File: config.mk
export PLATFORM = sky130hd
export DESIGN_NAME = sr_drive_sequencer
export DESIGN_NICKNAME = d
export VERILOG_FILES = /design/src/rtl/sr_drive_sequencer.sv
export SDC_FILE = /design/constraint.sdc
export NUM_CORES = 1
export LEC_CHECK = 0
export ABC_AREA = 1
export BUFFER_PORTS_ARGS = -buffer_cell sky130_fd_sc_hd__buf_4
export CORE_MARGIN = 8
export CORE_UTILIZATION = 50
export DETAILED_ROUTE_END_ITERATION = 10
export GPL_TIMING_DRIVEN = 0
export PLACE_DENSITY = 0.78
export SYNTH_ARGS = -nofsm -noshare
export SYNTH_HDL_FRONTEND = slang
export SYNTH_SLANG_ARGS = --single-unit
File: constraint.sdc
create_clock -name clk -period 3.3 [get_ports clk]
set_clock_uncertainty 0.15 [all_clocks]
set_input_delay 0.825 -clock clk [delete_from_list [all_inputs] [get_ports clk]]
set_output_delay 0.825 -clock clk [all_outputs]
set_load 0.02 [all_outputs]
File: src/rtl/sr_drive_sequencer.sv
// sr_drive_sequencer: synchronizes and debounces set/clear requests and sequences
// non-overlapping, fixed-width s/r pulses into a downstream SR latch.
module sr_drive_sequencer #(
  parameter int unsigned DEB_LEN = 3,
  parameter int unsigned PULSE_W = 4,
  parameter int unsigned GAP_W   = 2
) (
  input  logic clk,
  input  logic rst_n,
  input  logic set_req,
  input  logic clr_req,
  input  logic q_mon,
  output logic s,
  output logic r,
  output logic busy,
  output logic q_exp,
  output logic conflict,
  output logic mismatch
);

  localparam int unsigned CW  = 4;
  localparam int unsigned NCH = 2;

  typedef enum logic [1:0] {
    IDLE  = 2'd0,
    SET_P = 2'd1,
    CLR_P = 2'd2,
    GAP   = 2'd3
  } state_e;

  // Channel 0 carries set requests, channel 1 carries clear requests.
  logic [NCH-1:0] req_c;
  logic [NCH-1:0] sync1_q;
  logic [NCH-1:0] sync2_q;
  logic [NCH-1:0] deb_q;
  logic [NCH-1:0] deb_prev_q;
  logic [NCH-1:0] ev_c;
  logic [CW-1:0]  deb_cnt_q [NCH];

  assign req_c = {clr_req, set_req};

  // 2-flop synchronizer, then a debouncer that flips only after DEB_LEN differing samples.
  always_ff @(posedge clk or negedge rst_n) begin
    if (!rst_n) begin
      sync1_q    <= '0;
      sync2_q    <= '0;
      deb_q      <= '0;
      deb_prev_q <= '0;
      for (int unsigned i = 0; i < NCH; i++) begin
        deb_cnt_q[i] <= '0;
      end
    end else begin
      sync1_q    <= req_c;
      sync2_q    <= sync1_q;
      deb_prev_q <= deb_q;
      for (int unsigned i = 0; i < NCH; i++) begin
        if (sync2_q[i] != deb_q[i]) begin
          if (deb_cnt_q[i] == CW'(DEB_LEN - 1)) begin
            deb_q[i]     <= sync2_q[i];
            deb_cnt_q[i] <= '0;
          end else begin
            deb_cnt_q[i] <= deb_cnt_q[i] + CW'(1);
          end
        end else begin
          deb_cnt_q[i] <= '0;
        end
      end
    end
  end

  assign ev_c = deb_q & ~deb_prev_q;

  state_e        state_q, state_d;
  logic [CW-1:0] cnt_q, cnt_d;
  logic          pend_set_q, pend_set_d;
  logic          pend_clr_q, pend_clr_d;
  logic          q_exp_q, q_exp_d;
  logic          conflict_q, conflict_d;
  logic          mismatch_q, mismatch_d;
  logic          s_q, s_d;
  logic          r_q, r_d;
  logic          busy_q, busy_d;
  logic          set_any_c, clr_any_c;

  always_ff @(posedge clk or negedge rst_n) begin
    if (!rst_n) begin
      state_q    <= IDLE;
      cnt_q      <= '0;
      pend_set_q <= 1'b0;
      pend_clr_q <= 1'b0;
      q_exp_q    <= 1'b0;
      conflict_q <= 1'b0;
      mismatch_q <= 1'b0;
      s_q        <= 1'b0;
      r_q        <= 1'b0;
      busy_q     <= 1'b0;
    end else begin
      state_q    <= state_d;
      cnt_q      <= cnt_d;
      pend_set_q <= pend_set_d;
      pend_clr_q <= pend_clr_d;
      q_exp_q    <= q_exp_d;
      conflict_q <= conflict_d;
      mismatch_q <= mismatch_d;
      s_q        <= s_d;
      r_q        <= r_d;
      busy_q     <= busy_d;
    end
  end

  always_comb begin
    state_d    = state_q;
    cnt_d      = cnt_q;
    pend_set_d = pend_set_q;
    pend_clr_d = pend_clr_q;
    q_exp_d    = q_exp_q;
    conflict_d = 1'b0;
    mismatch_d = mismatch_q;
    set_any_c  = pend_set_q | ev_c[0];
    clr_any_c  = pend_clr_q | ev_c[1];

    case (state_q)
      IDLE: begin
        cnt_d = '0;
        if (ev_c[0] && ev_c[1]) begin
          conflict_d = 1'b1;
        end else if (ev_c[0]) begin
          state_d = SET_P;
        end else if (ev_c[1]) begin
          state_d = CLR_P;
        end
      end
      SET_P, CLR_P: begin
        pend_set_d = set_any_c;
        pend_clr_d = clr_any_c;
        if (cnt_q == CW'(PULSE_W - 1)) begin
          state_d = GAP;
          cnt_d   = '0;
          q_exp_d = (state_q == SET_P);
        end else begin
          cnt_d = cnt_q + CW'(1);
        end
      end
      GAP: begin
        if (cnt_q == CW'(GAP_W - 1)) begin
          cnt_d      = '0;
          pend_set_d = 1'b0;
          pend_clr_d = 1'b0;
          if (q_mon != q_exp_q) begin
            mismatch_d = 1'b1;
          end
          // Pending work of both kinds at the hand-off is ambiguous: drop it.
          if (set_any_c && clr_any_c) begin
            conflict_d = 1'b1;
            state_d    = IDLE;
          end else if (set_any_c) begin
            state_d = SET_P;
          end else if (clr_any_c) begin
            state_d = CLR_P;
          end else begin
            state_d = IDLE;
          end
        end else begin
          pend_set_d = set_any_c;
          pend_clr_d = clr_any_c;
          cnt_d      = cnt_q + CW'(1);
        end
      end
      default: begin
        state_d = IDLE;
        cnt_d   = '0;
      end
    endcase

    if (pend_set_d && pend_clr_d) begin
      pend_set_d = 1'b0;
      pend_clr_d = 1'b0;
      conflict_d = 1'b1;
    end

    s_d    = (state_d == SET_P);
    r_d    = (state_d == CLR_P);
    busy_d = (state_d != IDLE);
  end

  assign s        = s_q;
  assign r        = r_q;
  assign busy     = busy_q;
  assign q_exp    = q_exp_q;
  assign conflict = conflict_q;
  assign mismatch = mismatch_q;

endmodule

# ---- Yosys cells after proc, flatten, opt, wreduce, memory -nomap -nowiden
# Cells that the tools add are included.
dict set report op_classes {
  n_addsub 3
  mul 0
  div 0
  magnitude_cmp 0
  eq_ne 12
  shifts 0
  muxes 27
  bitwise_logic 4
  n_reduce_logical 10
}
# operator count
set ops {}
lappend ops {{4-bit two-way mux} 6}
lappend ops {{2-bit two-way mux} 8}
lappend ops {{4-bit by 1-bit adder with 4-bit output, second input constant} 3}
lappend ops {{4-bit by 2-bit equality test with 1-bit output, second input constant} 3}
lappend ops {{4-bit one-hot mux with 3 select lines} 1}
lappend ops {{1-bit two-way mux} 8}
lappend ops {{2-bit equality test, second input constant} 3}
lappend ops {{1-bit one-hot mux with 2 select lines} 3}
lappend ops {{2-bit one-hot mux with 3 select lines} 1}
lappend ops {{2-bit AND reduction} 3}
lappend ops {{2-bit by 1-bit equality test with 1-bit output, second input constant} 2}
lappend ops {{4-bit by 1-bit equality test with 1-bit output, second input constant} 1}
lappend ops {{1-bit logical AND} 3}
lappend ops {{1-bit inequality test} 3}
lappend ops {{3-bit AND reduction} 1}
lappend ops {{2-bit bitwise AND} 1}
lappend ops {{2-bit logical NOT} 1}
lappend ops {{2-bit inverter} 1}
lappend ops {{1-bit bitwise OR} 2}
lappend ops {{2-bit nonzero test} 1}
lappend ops {{2-bit OR reduction} 1}
dict set report totals {
  register_bits 30
  latch_bits 0
  ramBits 0
  romBits 0
  in_bits 5
  output_inout_bits 6
  n_memories 0
}

# ---- Depth between registers and ports, before layout
# Gate-level depths: netlist of the first run.
dict set report logic_depth {
  ltp_word 9
  mapped_depth 10
}

# ---- Worst setup path before layout of the first run
# OpenSTA, ideal clock, no wires.
dict set report synth_timing {
  kind {input -> register}
  startpoint {in q_mon}
  endpoint {reg mismatch_q (netlist: mismatch)}
  setup_time_ns 0.120
  arrival_time_ns 1.298
  required_ns 3.030
  setup_slack_ns 1.732
  path_stages 2
  path_buffers 0
  path_cell_list {or2_2 a31o_2}
}
dict set report synth_via {
  elab_chain_len 2
}
# element line_no
set synth_lines {}
lappend synth_lines {{start: declaration} 12} ;# input logic q_mon,
lappend synth_lines {{1-bit inequality test} 149} ;# if (q_mon != q_exp_q) begin
lappend synth_lines {{3-bit AND reduction (no line)} n/a}
lappend synth_lines {{end signal: assignment} 104} ;# mismatch_q <= mismatch_d;
lappend synth_lines {{end: declaration} 79} ;# logic mismatch_q, mismatch_d;
# Every way passes these cells.
# A chain may end at the register's enable or synchronous reset.

# ---- Final worst setup path of the first run
dict set report layout_timing {
  startpoint {reg q_exp_q (netlist: q_exp)}
  endpoint {out q_exp}
}
# element line_no
set layout_lines {}
lappend layout_lines {{start: declaration} 77} ;# logic q_exp_q, q_exp_d;
lappend layout_lines {{start signal: assignment} 102} ;# q_exp_q <= q_exp_d;
lappend layout_lines {{end: declaration} 16} ;# output logic q_exp,
# No word-level cell between the ends.

==> results.yml, run 1 <==
worst_setup_path:
  crit_chain: "buf_4"
  critPathSlowestCell: "dfrtp_1"
  reg2reg_slack_ns: 1.65
  worstSetupStartpointType: "flip-flop"
  critPathKind: "flip-flop to output port"
  r2r-start: "state_q[0]$_DFF_PN0_"
  setup.worst_path.end_class: "output port"
  r2r_end: "cnt_q[2]$_DFF_PN0_"
  worstPathArrival_ns: 0.90
  path_delay_family: "flip-flops"
  cp_slowest_stage_delay_ns: 0.41
  crit_buf_inv: 1
  critical_path_required_ns: 2.32
  worstPathMaxFanout: 4
  rr_worst_depth: 6
flow_run:
  drv_cap: 0
pwr:
  seq_power_share: 0.388
  leakage_nw: 0.836
  max-vdd-ir-drop_mv: 0.619
  p_switching_uw: 635
  switching_share: 0.432
  p_int_uw: 834
  p_clk_frac: 0.152
  combPwrFrac: 0.460
  powerDensity_nw_per_um2: 905
hold_path:
  holdPathStages: 0
  min_from: "sync1_q[1]$_DFF_PN0_"
  min_to: "sync2_q[1]$_DFF_PN0_"
  worst_hold_path_type: "flip-flop to flip-flop"
floorplan:
  start_util: 0.525
  coreArea_um2: 2760
  rows: 19
  die_x_um: 69.8
  die_area_um2: 4880
  ios: 11
  die_h_um: 69.8
routing:
  viasPerCell: 5.06
  wl_mm: 2.47
  wl_per_cell_um: 12.4
  drc: 0
  drtIter0Drc: 31
  drt_pre_antenna_iters: 4
  antenna_left: 0
  num_vias: 1001
place:
  portBuffers: 10
  gp_congestion: 0.851
  dp_cells: 190
  postPlaceCellArea_um2: 1560
  dpl.hpwl_mm: 1.94
timing:
  final_max_slew_viol_count: 0
  rsz0062_at_grt: "false"
  tightest_slew_ns: 0.362
  fmax_ghz: 0.533
  setup_violations: 0
  finalHoldViolations: 0
  post-route-period-util: 0.569
  min_period_ns: 1.88
  slew_headroom: 0.759
  fin_setup_tns_ns: 0
yosys:
  synth_compound_area_frac: 0.0544
  syn_nets: 165
  synth_warnings: 0
  synth_simple_gate_area_frac: 0.231
  synthMuxAreaShare: 0.0155
  synth-adder-area-share: 0.0950
  syn-instance-count: 149
  netlist-cell-type-count: 23
  synth_xor_xnor_area_share: 0.0363
  synth_top_family_by_area: "simple AND/OR/NAND/NOR gates"
  ys_ff_latch: 30
  avgSynthCellArea_um2: 9.72
  synth_area_um2: 1450
  ys_seq_area_frac: 0.518
global_routing:
  grt_pass1_wl_mm: 4.53
  overflow: 0
  antenna_found_initial: 0
  first_global_vias: 1085
  grt_use_met1: 0.120
  grt_max_degree: 31
  met3_usage: 0.0372
  grt.total_usage: 0.115
  met2_usage: 0.189
  busiest_layer: "met2"
final_layout:
  final_util: 0.588
  mostFrequentLayoutCell: "dfrtp_1"
  final_area_um2: 1620
  final_cell_mix: "dfrtp_1 (30), nand2_1 (26), inv_1 (16), nor2_1 (16), ha_1 (11)"
  layout.nets: 182
  diodes: 0
  fin_cells: 198
  layout-drive-gt1-share: 0.228
  syn2layout_area_growth_pct: 12.0
  fillers: 229
cts:
  cts_tree: "yes"
  root_buffer: "clkbuf_4"
  clock-sinks: 30
  cts_resized: 0
  post_cts.repair.setup_buffers: 0
  htree_num_levels: 2
  cts_buffer_depth: 2
  path_clk_slew_ns: 0.09
  cts_buffers: 5
  holdBufCountCts: 0
  clk-insertion-delay-late_ns: 0.33
run_status:
  status: "complete, no violations"
-- cells by family (layout without fill, tap and decap cells) --
kind of cell,Yosys count,after routing
xor+xnor,6,6
flops,30,30
mux,2,2
compound gates,14,14
fa+ha+maj,11,11
simple gates,67,67
buf+inv,19,37
-- flip-flops by register name (all words and copies together) (netlist names) --
name and count:
cnt_q 4, deb_prev_q 2, s 1, deb_q 2, q_exp 1, r 1
conflict 1, state_q 2, pend_set_q 1, busy 1, pend_clr_q 1, mismatch 1
sync2_q 2, sync1_q 2, deb_cnt_q 8
-- Yosys cell counts (all sizes together) --
cell type  count  area, um2
xor2           3       26.3
nand2         33        156
a31o           1       8.76
o21a           1       7.51
o21ai          4       20.0
dfrtp         30        751
nand3         11       65.1
inv           19       71.3
mux2           2       22.5
a21oi          7       35.0
o211ai         1       7.51
or2            2       12.5
nor2          21        101
ha            11        138
xnor2          3       26.3
-- power by group through the flow --
| stage | logic, mW | registers [mW] | clock network, mW |
|---|---|---|---|
| floorplan | 0.484 | 0.591 | 0 |
| detailed placement | 0.681 | 0.579 | 0 |
| global placement | 0.644 | 0.566 | 0 |
| CTS | 0.684 | 0.571 | 0.231 |
| finish | 0.676 | 0.570 | 0.223 |
| global route | 0.776 | 0.586 | 0.248 |
-- metrics by stage --
stage,setup WS (ns),power [mW],hold slack [ns]
finish,1.42,1.47,0.206
global route,1.38,1.61,0.217
CTS,1.41,1.49,0.207
detailed placement,1.59,1.26,0.189
global placement,1.61,1.21,0.186
floorplan,1.73,1.07,0.181
-- metal layers --
| layer | vias to the layer above | wire (um) |
|---|---|---|
| met5 | - | 0 |
| met4 | 0 | 78 |
| met3 | 9 | 94 |
| met2 | 15 | 1220 |
| met1 | 477 | 1070 |
| li1 | 500 | - |
-- worst max path at each step --
stage,from,to,slack [ns],cells past startpoint
CTS,q_exp$_DFFE_PN0P_,q_exp,1.41,1
detailed placement,q_mon,mismatch$_DFFE_PN0P_,1.59,3
global placement,q_mon,mismatch$_DFFE_PN0P_,1.61,3
floorplan,q_mon,mismatch$_DFFE_PN0P_,1.73,2
finish,q_exp$_DFFE_PN0P_,q_exp,1.42,1
global route,q_exp$_DFFE_PN0P_,q_exp,1.38,1
-- final cells by class --
class	count	area (um2)	area share
Sequential cell	30	751	0.463
Inverter	19	71.3	0.0439
Multi-Input combinational cell	100	627	0.386
Timing Repair Buffer	10	75.1	0.0463
Clock inverter	1	5.00	0.00308
Tap cell	31	38.8	0.0239
Clock buffer	7	55.1	0.0339
(Power assumes the default switching activity.)
==> inputs of run 2 (changes only) <==
Clock period 3.3 ns to 2 ns, I/O delays scaled along.
==> run 2 against run 1 <==
  * Critical path depth rose by 5
  * Clock-buffer cell count is the same
  * Sequential power rose by 65%
  * First-iteration DRC count grew 3.2%
  * Cell count grew 0.51%
  * Sequential cell count is the same
  * Critical endpoint is now cnt_q[2]$_DFF_PN0_
  * Highest routed layer unchanged
==> results.yml, run 2 (synthesis gave the netlist of run 1 again) <==
run_status:
  status: "complete, no violations"
floorplan:
  rows: 19
  die_h_um: 69.8
  die_x_um: 69.8
  die_area_um2: 4880
  ios: 11
  coreArea_um2: 2760
  start_util: 0.525
cts:
  cts_buffer_depth: 2
  clock-sinks: 30
  htree_num_levels: 2
  cts_buffers: 5
  cts_resized: 0
  cts_tree: "yes"
  post_cts.repair.setup_buffers: 0
  path_clk_slew_ns: 0.09
  root_buffer: "clkbuf_4"
  clk-insertion-delay-late_ns: 0.33
global_routing:
  overflow: 0
  grt_pass1_wl_mm: 4.55
  grt_max_degree: 31
  antenna_found_initial: 0
  first_global_vias: 1094
  grt.total_usage: 0.115
timing:
  whs_ns: 0.118
  tightest_slew_ns: 0.356
  post-route-period-util: 0.825
  slew_headroom: 0.762
  fin_setup_tns_ns: 0
  min_period_ns: 1.65
  fmax_ghz: 0.606
  final_max_slew_viol_count: 0
  finalHoldViolations: 0
  rsz0062_at_grt: "false"
  setup_violations: 0
  setup_ws_ns: 0.351
worst_setup_path:
  crit_chain: "inv_1 -> ha_1 -> inv_1 -> a21oi_1 -> o21ai_1 -> nor2_1"
  worstPathMaxFanout: 4
  critPathKind: "flip-flop to flip-flop"
  critical_path_required_ns: 2.06
  path_delay_family: "flip-flops"
  setup.worst_path.end_class: "flip-flop"
  worstSetupStartpointType: "flip-flop"
  crit_path_frequent_cell: "inv_1"
  crit_buf_inv: 2
  cp.depth: 6
  worstPathArrival_ns: 1.71
  rr_worst_depth: 6
  critPathSlowestCell: "dfrtp_1"
  cp_slowest_stage_delay_ns: 0.39
routing:
  viasPerCell: 5.05
  num_vias: 1004
  antenna_left: 0
  drtIter0Drc: 32
  drc: 0
  wl_mm: 2.47
  drt_pre_antenna_iters: 4
  wl_per_cell_um: 12.4
place:
  portBuffers: 10
  gp_congestion: 0.851
  dp_slack_ns: 0.383
  postPlaceCellArea_um2: 1560
  dpl.hpwl_mm: 1.94
final_layout:
  fillers: 228
  final_cell_mix: "dfrtp_1 (30), nand2_1 (26), inv_1 (16), nor2_1 (16), ha_1 (11)"
  largest_register: "deb_cnt_q"
  top_regs: "deb_cnt_q: 8 flops, cnt_q: 4 flops"
  diodes: 0
  layout.nets: 183
  mostFrequentLayoutCell: "dfrtp_1"
  final_util: 0.592
  syn2layout_area_growth_pct: 12.7
  final_area_um2: 1630
  layout-drive-gt1-share: 0.226
  largest_register_ffs: 8
hold_path:
  worst_hold_path_type: "primary input to flip-flop"
  holdPathStages: 1
flow_run:
  drv_cap: 0
pwr:
  leakage_nw: 0.840
  powerDensity_nw_per_um2: 1490
  max-vdd-ir-drop_mv: 1.02
run 2: cell count changes in the layout (fill, tap and decap cells not counted), sizes merged:
cell	change
dlygate4sd3	+1
run 2: cell type report:
type,count,area (um2),area share
clock buffers,7,55.1,0.0337
clock inverters,1,5.00,0.00307
inverters,19,71.3,0.0437
multi-input cells,100,627,0.384
flip-flops and latches,30,751,0.460
well taps,31,38.8,0.0238
repair buffers,11,85.1,0.0521
run 2: metrics by stage:
stage               cells  power, mW
floorplan             149       1.77
global placement      190       2.00
detailed placement    190       2.08
CTS                   199       2.45
global route          199       2.66
finish                199       2.43
run 2: layer usage:
layer  part of all wire  GRT usage  routed length, um  vias to the layer above
met5                  0          0                  0                        -
met4              0.032     0.0826                 78                        0
met3              0.038     0.0372                 94                        9
met2               0.49      0.190               1210                       15
met1               0.44      0.120               1080                      478
li1                   -          -                  -                      502
run 2: worst reg2reg max path, stage by stage, from the launching register on:
cell and delay (ns):
dfrtp_1 0.39, inv_1 0.11, ha_1 0.32, inv_1 0.17, a21oi_1 0.06, o21ai_1 0.25
nor2_1 0.08
run 2: power by group:
part,switching [mW],internal [mW]
sequential,0.149,0.792
combinational,0.700,0.416
clock,0.200,0.170
total,1.05,1.38
run 2: final timing paths:
check / from / endpoint / slack [ns]
hold / removal: set_req / sync1_q[0]$_DFF_PN0_ / 0.12
hold reg to reg: sync1_q[1]$_DFF_PN0_ / sync2_q[1]$_DFF_PN0_ / 0.20
min in group asynchronous: rst_n / r$_DFF_PN0_ / 0.47
max in group asynchronous: rst_n / deb_cnt_q[3]$_DFF_PN0_ / 0.97
setup reg to reg: state_q[0]$_DFF_PN0_ / cnt_q[2]$_DFF_PN0_ / 0.35
setup / recovery: state_q[0]$_DFF_PN0_ / cnt_q[2]$_DFF_PN0_ / 0.35
run 2: repair_timing:
action                                 in CTS  in global routing
setup endpoints to repair                   0                  0
hold buffers                                1                  0
endpoints found under the hold margin      30                  0
==> inputs of run 3 (changes only) <==
Clock period 2 ns to 1.6 ns, I/O delays scaled along.
==> run 3 against run 2 <==
  * Clock-buffer cell count is the same
  * Register-to-register slack lost 0.31 ns
  * Total power grew 37%
  * Sequential share of layout area shrank 2.8 points
  * Via count grew 4.3%
  * Cell count grew 4.0%
  * Global-route usage grew 0.44 points
  * First-iteration DRC count grew 69%
  * Combinational power grew 50%
  * Design area grew 6.4%
==> results.yml, run 3 (synthesis gave the netlist of run 1 again) <==
place:
  postPlaceCellArea_um2: 1560
  dpl.hpwl_mm: 1.94
  dp_slack_ns: -0.0170
  gp_congestion: 0.851
  dp_cells: 190
  portBuffers: 10
pwr:
  leakage_nw: 0.873
  total_power_mw: 3.32
  p_switching_mw: 1.44
  combPwrFrac: 0.505
  switching_share: 0.435
  seq_power_share: 0.354
  powerDensity_nw_per_um2: 1910
  max-vdd-ir-drop_mv: 1.36
  p_int_mw: 1.88
  p_clk_frac: 0.141
final_layout:
  final_util: 0.630
  final_area_um2: 1740
  top_regs: "deb_cnt_q: 8 flops, cnt_q: 4 flops"
  final_cell_mix: "dfrtp_1 (30), nand2_1 (26), buf_4 (16)"
  largest_register_ffs: 8
  multi_input_area_um2: 663
  largest_register: "deb_cnt_q"
  diodes: 0
  mostFrequentLayoutCell: "dfrtp_1"
  layout-drive-gt1-share: 0.301
  fillers: 212
  fin_cells: 207
  seq_area_um2: 751
  syn2layout_area_growth_pct: 19.9
  layout.nets: 191
worst_setup_path:
  cp_slowest_stage_delay_ns: 0.41
  critical_path_required_ns: 1.69
  startpoint: "state_q[1]$_DFF_PN0_"
  crit_chain: "inv_2 -> ha_4 -> clkinvlp_4 -> buf_4 -> nand3_2 -> nand2_2 -> inv_2 -> nor2_2"
  worstSetupStartpointType: "flip-flop"
  crit_path_frequent_cell: "inv_2"
  critPathSlowestCell: "dfrtp_1"
  r2r-start: "state_q[1]$_DFF_PN0_"
  worstPathMaxFanout: 5
  setup.worst_path.end_class: "flip-flop"
  worstPathArrival_ns: 1.65
  critPathKind: "flip-flop to flip-flop"
floorplan:
  coreArea_um2: 2760
  die_x_um: 69.8
  die_area_um2: 4880
  rows: 19
  start_util: 0.525
  die_h_um: 69.8
  ios: 11
timing:
  final_max_slew_viol_count: 0
  setup_violations: 0
  post-route-period-util: 0.977
  fmax_ghz: 0.640
  finalHoldViolations: 0
  rsz0062_at_grt: "true"
  setup_ws_ns: 0.0375
  tightest_slew_ns: 0.358
  slew_headroom: 0.761
  min_period_ns: 1.56
routing:
  viasPerCell: 5.06
  antenna_left: 0
  drtIter0Drc: 54
  drt_pre_antenna_iters: 4
  num_vias: 1047
  wl_per_cell_um: 13.7
  drc: 0
  wl_mm: 2.83
cts:
  root_buffer: "clkbuf_4"
  htree_num_levels: 2
  clk-insertion-delay-late_ns: 0.34
  path_clk_slew_ns: 0.09
  cts_tree: "yes"
  cts_buffer_depth: 2
  clock-sinks: 30
  cts_buffers: 5
global_routing:
  grt_pass1_wl_mm: 4.70
  antenna_found_initial: 0
  first_global_vias: 1099
  grt_max_degree: 31
  overflow: 0
  grt.total_usage: 0.119
hold_path:
  min_from: "sync1_q[1]$_DFF_PN0_"
  worst_hold_path_type: "flip-flop to flip-flop"
run_status:
  status: "complete, no violations"
flow_run:
  drv_cap: 0
run 3: changes by cell type in the layout (fill, tap and decap cells not counted), sizes merged:
cell,delta
inv,-1
dlygate4sd3,+2
buf,+6
clkinvlp,+1
run 3: final cells by class:
type | count | share of cell area
Multi-Input combinational cell | 100 | 0.382
Tap cell | 31 | 0.0223
Clock inverter | 1 | 0.00288
Inverter | 19 | 0.0432
Sequential cell | 30 | 0.432
Timing Repair Buffer | 19 | 0.0864
Clock buffer | 7 | 0.0317
run 3: worst paths after layout:
| check | cells after the start | slack [ns] | endpoint |
|---|---|---|---|
| max reg2reg | 8 | 0.04 | r$_DFF_PN0_ |
| min | 0 | 0.20 | sync2_q[1]$_DFF_PN0_ |
| min in group asynchronous | 2 | 0.37 | r$_DFF_PN0_ |
| max in group asynchronous | 2 | 0.67 | pend_set_q$_DFF_PN0_ |
| min reg2reg | 0 | 0.20 | sync2_q[1]$_DFF_PN0_ |
| max | 8 | 0.04 | r$_DFF_PN0_ |
run 3: worst max-delay path: cells and delay by family (launching register included):
| kind | cells | cell delay (ns) |
|---|---|---|
| simple gates | 3 | 0.17 |
| buf+inv | 4 | 0.54 |
| fa+ha+maj | 1 | 0.19 |
| flops | 1 | 0.41 |
run 3: metal layers:
| metal | GRT usage | wire, um | up-vias |
|---|---|---|---|
| li1 | - | - | 520 |
| met1 | 0.126 | 1180 | 488 |
| met2 | 0.201 | 1430 | 31 |
| met5 | 0 | 0 | - |
| met4 | 0.0759 | 78 | 0 |
| met3 | 0.0372 | 138 | 8 |
run 3: per-stage QoR:
stage	setup TNS (ns)	hold slack (ns)
global placement	0	0.186
finish	0	0.204
global route	-0.131	0.217
floorplan	0	-0.0456
CTS	0	0.00385
detailed placement	-0.0638	0.189
run 3: power by group through the flow:
stage	Combinational, mW	Sequential [mW]	Clock [mW]
after global placement	1.33	1.17	0
after CTS	1.45	1.17	0.477
after floorplan	0.998	1.22	0
final	1.68	1.17	0.467
after detailed placement	1.41	1.19	0
after global routing	1.88	1.21	0.512
run 3: timing repair:
action	in CTS	in global routing
gates resized for setup	3	7
gates cloned	0	0
endpoints found under the hold margin	30	2
buffers inserted	1	5
hold buffers	1	2
endpoints found under the setup margin	8	11
